$ cat src/rtl/mem_lsu_pkg.sv
// Shared definitions for the load/store unit.
//   - RV32 funct3 width codes for loads and stores
//   - FSM state encoding for mem_lsu
//   - Width of the byte offset within a 32-bit word
//   - lsu_legal(): decides whether a request may touch memory
package mem_lsu_pkg;

    localparam logic [2:0] LSU_B  = 3'b000;
    localparam logic [2:0] LSU_H  = 3'b001;
    localparam logic [2:0] LSU_W  = 3'b010;
    localparam logic [2:0] LSU_BU = 3'b100;
    localparam logic [2:0] LSU_HU = 3'b101;

    localparam int LSU_OFF_W = 2;

    typedef enum logic [1:0] {
        ST_IDLE      = 2'd0,
        ST_ACCESS    = 2'd1,
        ST_LOAD_WAIT = 2'd2
    } lsu_state_e;

    // Unsigned widths exist only for loads, halfwords need even addresses,
    // words need word-aligned addresses; every other funct3 is rejected.
    function automatic logic lsu_legal(input logic                 we,
                                       input logic [2:0]           funct3,
                                       input logic [LSU_OFF_W-1:0] off);
        logic ok;
        case (funct3)
            LSU_B:   ok = 1'b1;
            LSU_H:   ok = ~off[0];
            LSU_W:   ok = (off == 2'b00);
            LSU_BU:  ok = ~we;
            LSU_HU:  ok = ~we & ~off[0];
            default: ok = 1'b0;
        endcase
        return ok;
    endfunction

endpackage

$ cat src/rtl/mem_lsu_align.sv
// Load data alignment: selects the addressed byte/halfword from a 32-bit
// memory word and sign- or zero-extends it according to funct3.
// Purely combinational so it can also sit behind a cache data path.
//   mem_rdata  in   32  raw memory word
//   offset     in   2   byte offset of the access within the word
//   funct3     in   3   RV32 load width code
//   ext        out  32  aligned, extended load result
module mem_lsu_align
    import mem_lsu_pkg::*;
(
    input  logic [31:0]          mem_rdata,
    input  logic [LSU_OFF_W-1:0] offset,
    input  logic [2:0]           funct3,
    output logic [31:0]          ext
);

    logic signed [7:0]  sel_b;
    logic signed [15:0] sel_h;

    always_comb begin
        case (offset)
            2'd0:    sel_b = mem_rdata[7:0];
            2'd1:    sel_b = mem_rdata[15:8];
            2'd2:    sel_b = mem_rdata[23:16];
            default: sel_b = mem_rdata[31:24];
        endcase
    end

    // Halfword accesses are always even, so only offset[1] picks the half.
    assign sel_h = offset[1] ? mem_rdata[31:16] : mem_rdata[15:0];

    always_comb begin
        case (funct3)
            LSU_B:   ext = 32'(sel_b);
            LSU_BU:  ext = {24'd0, sel_b};
            LSU_H:   ext = 32'(sel_h);
            LSU_HU:  ext = {16'd0, sel_h};
            default: ext = mem_rdata;
        endcase
    end

endmodule

$ cat src/rtl/mem_lsu.sv
// Load/store initiator for a single-port, word-organised memory with
// one-cycle read latency. Accepts one RV32 load/store at a time.
//   clk, rst       clock (rising edge), asynchronous active-high reset
//   req_*          request from execute: valid/ready, we, funct3, addr, wdata
//   rsp_*          one-cycle completion pulse with load data and error flag
//   mem_*          memory side: word address, read strobe, byte write mask,
//                  lane-replicated write data, read data (1 cycle after strobe)
// Latency accept->response: error 1, store 2, load 3 cycles.
module mem_lsu
    import mem_lsu_pkg::*;
#(
    parameter int ADDR_WIDTH = 32
) (
    input  logic                  clk,
    input  logic                  rst,
    input  logic                  req_valid_i,
    output logic                  req_ready_o,
    input  logic                  req_we_i,
    input  logic [2:0]            req_funct3_i,
    input  logic [ADDR_WIDTH-1:0] req_addr_i,
    input  logic [31:0]           req_wdata_i,
    output logic                  rsp_valid_o,
    output logic [31:0]           rsp_rdata_o,
    output logic                  rsp_err_o,
    output logic [ADDR_WIDTH-1:0] mem_addr_o,
    output logic                  mem_rstrb_o,
    input  logic [31:0]           mem_rdata_i,
    output logic [3:0]            mem_wmask_o,
    output logic [31:0]           mem_wdata_o
);

    lsu_state_e           state;
    logic                 is_store_p1;
    logic [2:0]           funct3_p1;
    logic [LSU_OFF_W-1:0] off_p1;
    logic                 accept;
    logic                 legal;
    logic [31:0]          load_ext;

    function automatic logic [3:0] store_mask(input logic [2:0]           funct3,
                                              input logic [LSU_OFF_W-1:0] off);
        logic [3:0] m;
        case (funct3)
            LSU_B:   m = 4'b0001 << off;
            LSU_H:   m = 4'b0011 << off;
            default: m = 4'b1111;
        endcase
        return m;
    endfunction

    // Replicate the LSB-justified store data across all lanes; the mask
    // selects which lanes the memory actually writes.
    function automatic logic [31:0] store_data(input logic [2:0]  funct3,
                                               input logic [31:0] d);
        logic [31:0] r;
        case (funct3)
            LSU_B:   r = {4{d[7:0]}};
            LSU_H:   r = {2{d[15:0]}};
            default: r = d;
        endcase
        return r;
    endfunction

    assign req_ready_o = (state == ST_IDLE);
    assign accept      = req_valid_i & req_ready_o;
    assign legal       = lsu_legal(req_we_i, req_funct3_i, req_addr_i[LSU_OFF_W-1:0]);

    mem_lsu_align u_align (
        .mem_rdata (mem_rdata_i),
        .offset    (off_p1),
        .funct3    (funct3_p1),
        .ext       (load_ext)
    );

    always_ff @(posedge clk or posedge rst) begin
        if (rst) begin
            state       <= ST_IDLE;
            is_store_p1 <= 1'b0;
            funct3_p1   <= 3'd0;
            off_p1      <= '0;
            rsp_valid_o <= 1'b0;
            rsp_rdata_o <= 32'd0;
            rsp_err_o   <= 1'b0;
            mem_addr_o  <= '0;
            mem_rstrb_o <= 1'b0;
            mem_wmask_o <= 4'd0;
            mem_wdata_o <= 32'd0;
        end else begin
            // Pulses: strobe, mask and response are high for one cycle only.
            rsp_valid_o <= 1'b0;
            mem_rstrb_o <= 1'b0;
            mem_wmask_o <= 4'd0;

            case (state)
                // Stage boundary: request capture -> memory access
                ST_IDLE: begin
                    if (accept) begin
                        if (legal) begin
                            mem_addr_o  <= {req_addr_i[ADDR_WIDTH-1:LSU_OFF_W], {LSU_OFF_W{1'b0}}};
                            is_store_p1 <= req_we_i;
                            funct3_p1   <= req_funct3_i;
                            off_p1      <= req_addr_i[LSU_OFF_W-1:0];
                            if (req_we_i) begin
                                mem_wmask_o <= store_mask(req_funct3_i, req_addr_i[LSU_OFF_W-1:0]);
                                mem_wdata_o <= store_data(req_funct3_i, req_wdata_i);
                            end else begin
                                mem_rstrb_o <= 1'b1;
                            end
                            state <= ST_ACCESS;
                        end else begin
                            // Rejected without touching memory.
                            rsp_valid_o <= 1'b1;
                            rsp_err_o   <= 1'b1;
                            rsp_rdata_o <= 32'd0;
                        end
                    end
                end

                // Stage boundary: memory access -> store completion / load wait
                ST_ACCESS: begin
                    if (is_store_p1) begin
                        rsp_valid_o <= 1'b1;
                        rsp_err_o   <= 1'b0;
                        rsp_rdata_o <= 32'd0;
                        state       <= ST_IDLE;
                    end else begin
                        state <= ST_LOAD_WAIT;
                    end
                end

                // Stage boundary: read data return -> load response
                ST_LOAD_WAIT: begin
                    rsp_valid_o <= 1'b1;
                    rsp_err_o   <= 1'b0;
                    rsp_rdata_o <= load_ext;
                    state       <= ST_IDLE;
                end

                default: state <= ST_IDLE;
            endcase
        end
    end

endmodule

$ cat config.mk
export PLATFORM = sky130hd
export DESIGN_NAME = mem_lsu
export DESIGN_NICKNAME = d
export VERILOG_FILES = /design/src/rtl/mem_lsu_pkg.sv /design/src/rtl/mem_lsu_align.sv /design/src/rtl/mem_lsu.sv
export SDC_FILE = /design/constraint.sdc
export NUM_CORES = 1
export LEC_CHECK = 0
export CAP_MARGIN = 20
export CORE_UTILIZATION = 50
export DETAILED_ROUTE_END_ITERATION = 8
export DONT_BUFFER_PORTS = 1
export PLACE_DENSITY = 0.68
export SLEW_MARGIN = 30
export SYNTH_ARGS = -nofsm -noshare
export SYNTH_HDL_FRONTEND = slang
export SYNTH_HIERARCHICAL = 1
export SYNTH_SLANG_ARGS = --single-unit
export TNS_END_PERCENT = 5
$ cat constraint.sdc
create_clock -name clk -period 3.6 [get_ports clk]
set_clock_uncertainty 0.05 [all_clocks]
set_input_delay 0.9 -clock clk [delete_from_list [all_inputs] [get_ports clk]]
set_output_delay 0.9 -clock clk [all_outputs]
set_load 0.03 [all_outputs]
# Word-level counts from Yosys, hierarchy flattened
# Index checks and enable logic that the tools add are counted.
[op_classes]
reduce_logical = 10
n_bitwise = 4
muxes = 30
n_shift = 2
eq_ne = 15
[op_table]
columns = ["op", "n"]
rows = [
  ["case mux 32 bit (4 select lines)", 1],
  ["2-to-1 mux 32 bit", 3],
  ["case mux 32 bit (3 select lines)", 1],
  ["case mux 32 bit (2 select lines)", 1],
  ["case mux 8 bit (3 select lines)", 1],
  ["2-to-1 mux 16 bit", 1],
  ["2-to-1 mux 4 bit", 4],
  ["== test 3 bit, second input constant", 4],
  ["2-to-1 mux 1 bit", 10],
  ["case mux 4 bit (2 select lines)", 1],
  ["AND reduction 4 bit", 2],
  ["== test 3 x 1 -> 1 bit, second input constant", 2],
  ["logical NOT 2 bit", 3],
  ["logical NOT 3 bit", 2],
  ["2-to-1 mux 2 bit", 3],
  ["case mux 1 bit (3 select lines)", 2],
  ["case mux 1 bit (5 select lines)", 1],
  ["== test 2 x 1 -> 1 bit, second input constant", 2],
  ["== test 2 bit, second input constant", 2],
  ["!= test 2 x 1 -> 1 bit, second input constant", 2],
  ["!= test 2 bit, second input constant", 2],
  ["case mux 2 bit (2 select lines)", 1],
  ["<< shifter 1 x 2 -> 4 bit, first input constant", 1],
  ["<< shifter 2 x 2 -> 4 bit, first input constant", 1],
  ["other kinds (6)", 8],
]
[word_totals]
wordCells = 72
inputBits = 103
register_bits = 109
out_inout_bits = 104

# Logic depth before layout (Yosys ltp)
[depth]
depth_word = 6
ltp_mapped = 8
depth_no_buf = 6

# By module
# Netlist, hierarchy kept.
[by_module_without_submodules]
columns = ["mod", "area_per_inst_um2", "seq_area_each_um2", "cells_per_inst", "instances"]
rows = [
  ["mem_lsu", 4759.6, 2727.6, 400, 1],
  ["mem_lsu_align", 969.7, 0.0, 133, 1],
]

# Least setup slack after synthesis
# No wires, ideal clock.
[synth_timing]
path_kind = "in2reg"
from = "input req_funct3_i[0]"
to = "register mem_wdata_o[0]"
arrival_time_ns = 2.212
setup_ns = 0.128
n_path_buf = 2
cell_stages = 5
path_slack_ns = 1.211
t_required_ns = 3.422
path_cell_list = "buf_2 -> a221oi_4 -> o2111ai_2 -> buf_2 -> mux2_1"
[synth_via]
elab_chain_cells = 3
word_cells_on_any_way = 7
cone_classes = "eq/ne: 4; mux: 1; reduce/logical: 2"
[synth_lines]
columns = ["item", "line_no", "text"]
rows = [
  ["start, declared", "mem_lsu.sv:19", "input logic [2:0] req_funct3_i,"],
  ["== test 3 bit (tied with other cells)", "mem_lsu_pkg.sv:28", "case (funct3)"],
  ["case mux 1 bit (5 select lines) (*)", "mem_lsu_pkg.sv:28", ""],
  ["AND reduction 4 bit (no source line) (*)", "n/a", ""],
  ["end signal, assigned", "mem_lsu.sv:105", "mem_wdata_o <= store_data(req_funct3_i, req_wdata_i);"],
  ["end, declared", "mem_lsu.sv:29", "output logic [31:0] mem_wdata_o"],
]
# Mark *: on every way between the ends. The rest lies on a longest branch, timed or not.
# A chain may end at the register's enable or synchronous reset.

# Worst setup path in the final report
[layout_timing]
from = "register off_p1[0]"
to = "register rsp_rdata_o[15]"
[layout_via]
elab_chain_cells = 4
word_cells_on_any_way = 6
cone_classes = "eq/ne: 2; mux: 3; reduce/logical: 1"
[layout_lines]
columns = ["item", "line_no", "text"]
rows = [
  ["start, declared", "mem_lsu.sv:35", "logic [LSU_OFF_W-1:0] off_p1;"],
  ["start signal, assigned", "mem_lsu.sv:102", "off_p1 <= req_addr_i[LSU_OFF_W-1:0];"],
  ["== test 2 bit (tied with other cells)", "mem_lsu_align.sv:21", "case (offset)"],
  ["case mux 8 bit (3 select lines) (*)", "mem_lsu_align.sv:21", ""],
  ["case mux 32 bit (4 select lines) (*)", "mem_lsu_align.sv:33", "case (funct3)"],
  ["via load_ext[15]", "mem_lsu.sv:38", "logic [31:0] load_ext;"],
  ["case mux 32 bit (3 select lines) (*)", "mem_lsu.sv:94", "case (state)"],
  ["end signal, assigned", "mem_lsu.sv:135", "rsp_rdata_o <= load_ext;"],
  ["end, declared", "mem_lsu.sv:23", "output logic [31:0] rsp_rdata_o,"],
]
# Mark *: on every way through the listed nets, which the timed path passes. The rest lies on a longest branch.

==> results.md <==
* Outcome: complete, no violations
* Worst reg2reg path depth at 5
* Routed wire length at 13.20 mm
* Cell Area, Synth at 5729 sq um
* Max-slew violations at 0
* Area of the multi-input gates at 2582 sq um
* CTS clk-pin slew, worst paths at 0.07 ns
* Clock Latency Late Sink at 0.34 ns
* Leakage power at 2.674 nW
* Sequential fraction of the synthesis area at 0.4761
* CTS resizes at 0
* Initial DRC Count at 227
* Die W at 109.0 um
* CTS tree: yes
* Clk root buf: clkbuf_16
* PortBufs at 0
* Critical Path RT at 3.75 ns
* Worst slew margin at 0.3822
* Clock tree buffer depth at 2
* Vias per inst at 5.832
* Commonest non-fill, non-tap cells in the layout: dfrtp_1 (109), nand2_1 (75), mux2i_1 (59)
* Most common cell after layout, fill and taps aside: dfrtp_1
* WP buf/inv at 0
* First-pass GRT wire length at 19.98 mm
* Crit share post-route at 0.6339
* Post-Syn Instances at 533
* Tmin final at 2.282 ns
* Worst IR Drop VDD at 0.6050 mV
* Placer Congestion at 0.8829
* Min-delay worst type: flip-flop to flip-flop
* Share of layout cells above drive strength 1 at 0.1503
* TritonCTS Buffers at 9
* Pwr/cell area at 985.8 nW/um^2
* Wire per inst at 20.04 um
* Most used DFF post-synth: dfrtp_1
* Initial Util at 0.5216
* Final nets at 621
* Critical Path Max Stage Delay at 0.66 ns
* Clk sinks at 109
* Worst slew pin tran at 0.9257 ns
* Htree depth at 3
* Pin count of the biggest net entering global routing at 76
* Reg-to-reg setup timing slack at 1.32 ns
* Crit-path cells: mux2_4, a22oi_4, a221oi_1, nand2_1, mux2i_1
* Core Area at 10980 sq um
* Hold path cells at 2
* FP Rows at 38
* Hpwl dp at 9.594 mm
* Number of synthesized register bits at 109
* CP Launch Type: flip-flop
* Ant. Diodes at 0
* Layout filler cell count at 937
* Critical Path Stages at 5
* Syn avg cell area at 10.75 sq um
* RSZ-0062 raised after global routing: no
* Area Overhead vs Synth at 5.241%
* Hold-fix buffer count after cts at 0
* Antenna violations before repair at 0
* IO Count at 207
* Arrival time worst endpoint at 2.43 ns
* DRT antenna net count at 0
* CP endpoint kind: flip-flop
* Crit Path Max Fanout at 24
* Final setup vio count at 0
* Crit Path Class: flip-flop to flip-flop
* Final hold viol count at 0
* GRT Resource Usage Total at 0.2247
* Die area at 11890 sq um
* Post-synth EDFFs at 0
* Worst path slowest cell: dfrtp_1
* Yosys warning count at 6
* Detailed-router iteration count before antenna repair at 4
* Vias in the first global route at 3941
* Max cap viols at 0
* Post-layout util at 0.5490
* DRC at 0
* Via count at 3843
* Die H at 109.0 um
* Setup TNS at 0 ns
* GRT Residual Overflow at 0
* Peak Freq at 438.2 MHz
* Setup Buffers After CTS at 0
* Reg area at 2728 sq um
* Async S/R FF share, synth at 1.000
* Family with the most delay on the worst path: compound AO/OA/AOI/OAI gates
* Synth unique cells at 44
==> routing by layer <==
layer  wire (um)  global-route usage  vias to the layer above
met2        6496              0.3729                      182
met4         199             0.07819                        0
met3        1512             0.09922                       15
met5           0                   0                        -
li1            -                   -                     1790
met1        4996              0.2567                     1856
==> power breakdown <==
group / switching (W) / leakage, nW / total [W] / internal [W]
Sequential: 0.00145 / 1.38 / 0.00319 / 0.00174
Combinational: 0.000998 / 1.16 / 0.00183 / 0.000831
Clock: 0.000447 / 0.135 / 0.000923 / 0.000476
Total: 0.00290 / 2.67 / 0.00594 / 0.00304
==> kinds of logic after synthesis <==
logic type,share of synthesized area
buffers and inverters,0.07622
DFF,0.4761
other,0.0006545
muxes,0.2289
AOI/OAI and AO/OA,0.1175
and+or+nand+nor,0.09194
adders and majority gates,0.008736
==> final timing paths <==
| check | from | endpoint |
|---|---|---|
| min | is_store_p1 | is_store_p1 |
| max in group asynchronous | rst | mem_addr_o[21] |
| min in group asynchronous | rst | mem_addr_o[31] |
| max | off_p1[0] | rsp_rdata_o[15] |
| min reg2reg | is_store_p1 | is_store_p1 |
| max reg2reg | off_p1[0] | rsp_rdata_o[15] |
==> worst reg2reg max path: stages (launching register included) <==
cell	delay [ns]
dfrtp_1	0.66
mux2_4	0.37
a22oi_4	0.65
a221oi_1	0.22
nand2_1	0.11
mux2i_1	0.09
==> final cells by class <==
cell class                 instances  share of cell area
tap                              140             0.02905
sequential                       109              0.4524
clock buffer                      10             0.03797
timing repair buffer               8             0.01536
clock inverter                     6            0.007678
multi-input combinational        340              0.4283
inverter                          46             0.02926
==> synthesized netlist by cell type (4+ instances only) <==
cell type  count  share of area
nor2_1        31          0.020
mux2_1         8          0.016
buf_2          7         0.0061
buf_4          6         0.0079
o22ai_1       16          0.017
a311oi_1       7          0.011
nor2b_1       11          0.012
mux2i_1       59           0.10
o21ai_0       35          0.031
o221ai_2       4          0.010
clkbuf_1      14         0.0092
inv_1         44          0.029
mux4_1         7          0.032
mux2_2        37          0.073
nand2_1       75          0.049
a21oi_1       20          0.017
ha_1           4         0.0087
dfrtp_1      109           0.48
buf_6          7          0.014
==> metrics by stage <==
step	instance area (sq um)	instances	power (W)	hold slack (ns)	setup slack [ns]
floorplan	5737	534	0.004752	0.4195	1.211
global placement	5724	642	0.004948	0.4471	1.081
detailed placement	5754	643	0.005044	0.4749	1.042
CTS	6030	659	0.005984	0.4925	1.361
global route	6030	659	0.006269	0.5095	1.234
finish	6030	659	0.005944	0.4987	1.318
==> state kept, by name, indices dropped and copies added, names as in the netlist, 2 cells and up <==
register / cells
mem_wdata_o: 32
rsp_rdata_o: 32
mem_addr_o: 30
mem_wmask_o: 4
funct3_p1: 3
off_p1: 2
state: 2
(Power assumes the default switching activity.)
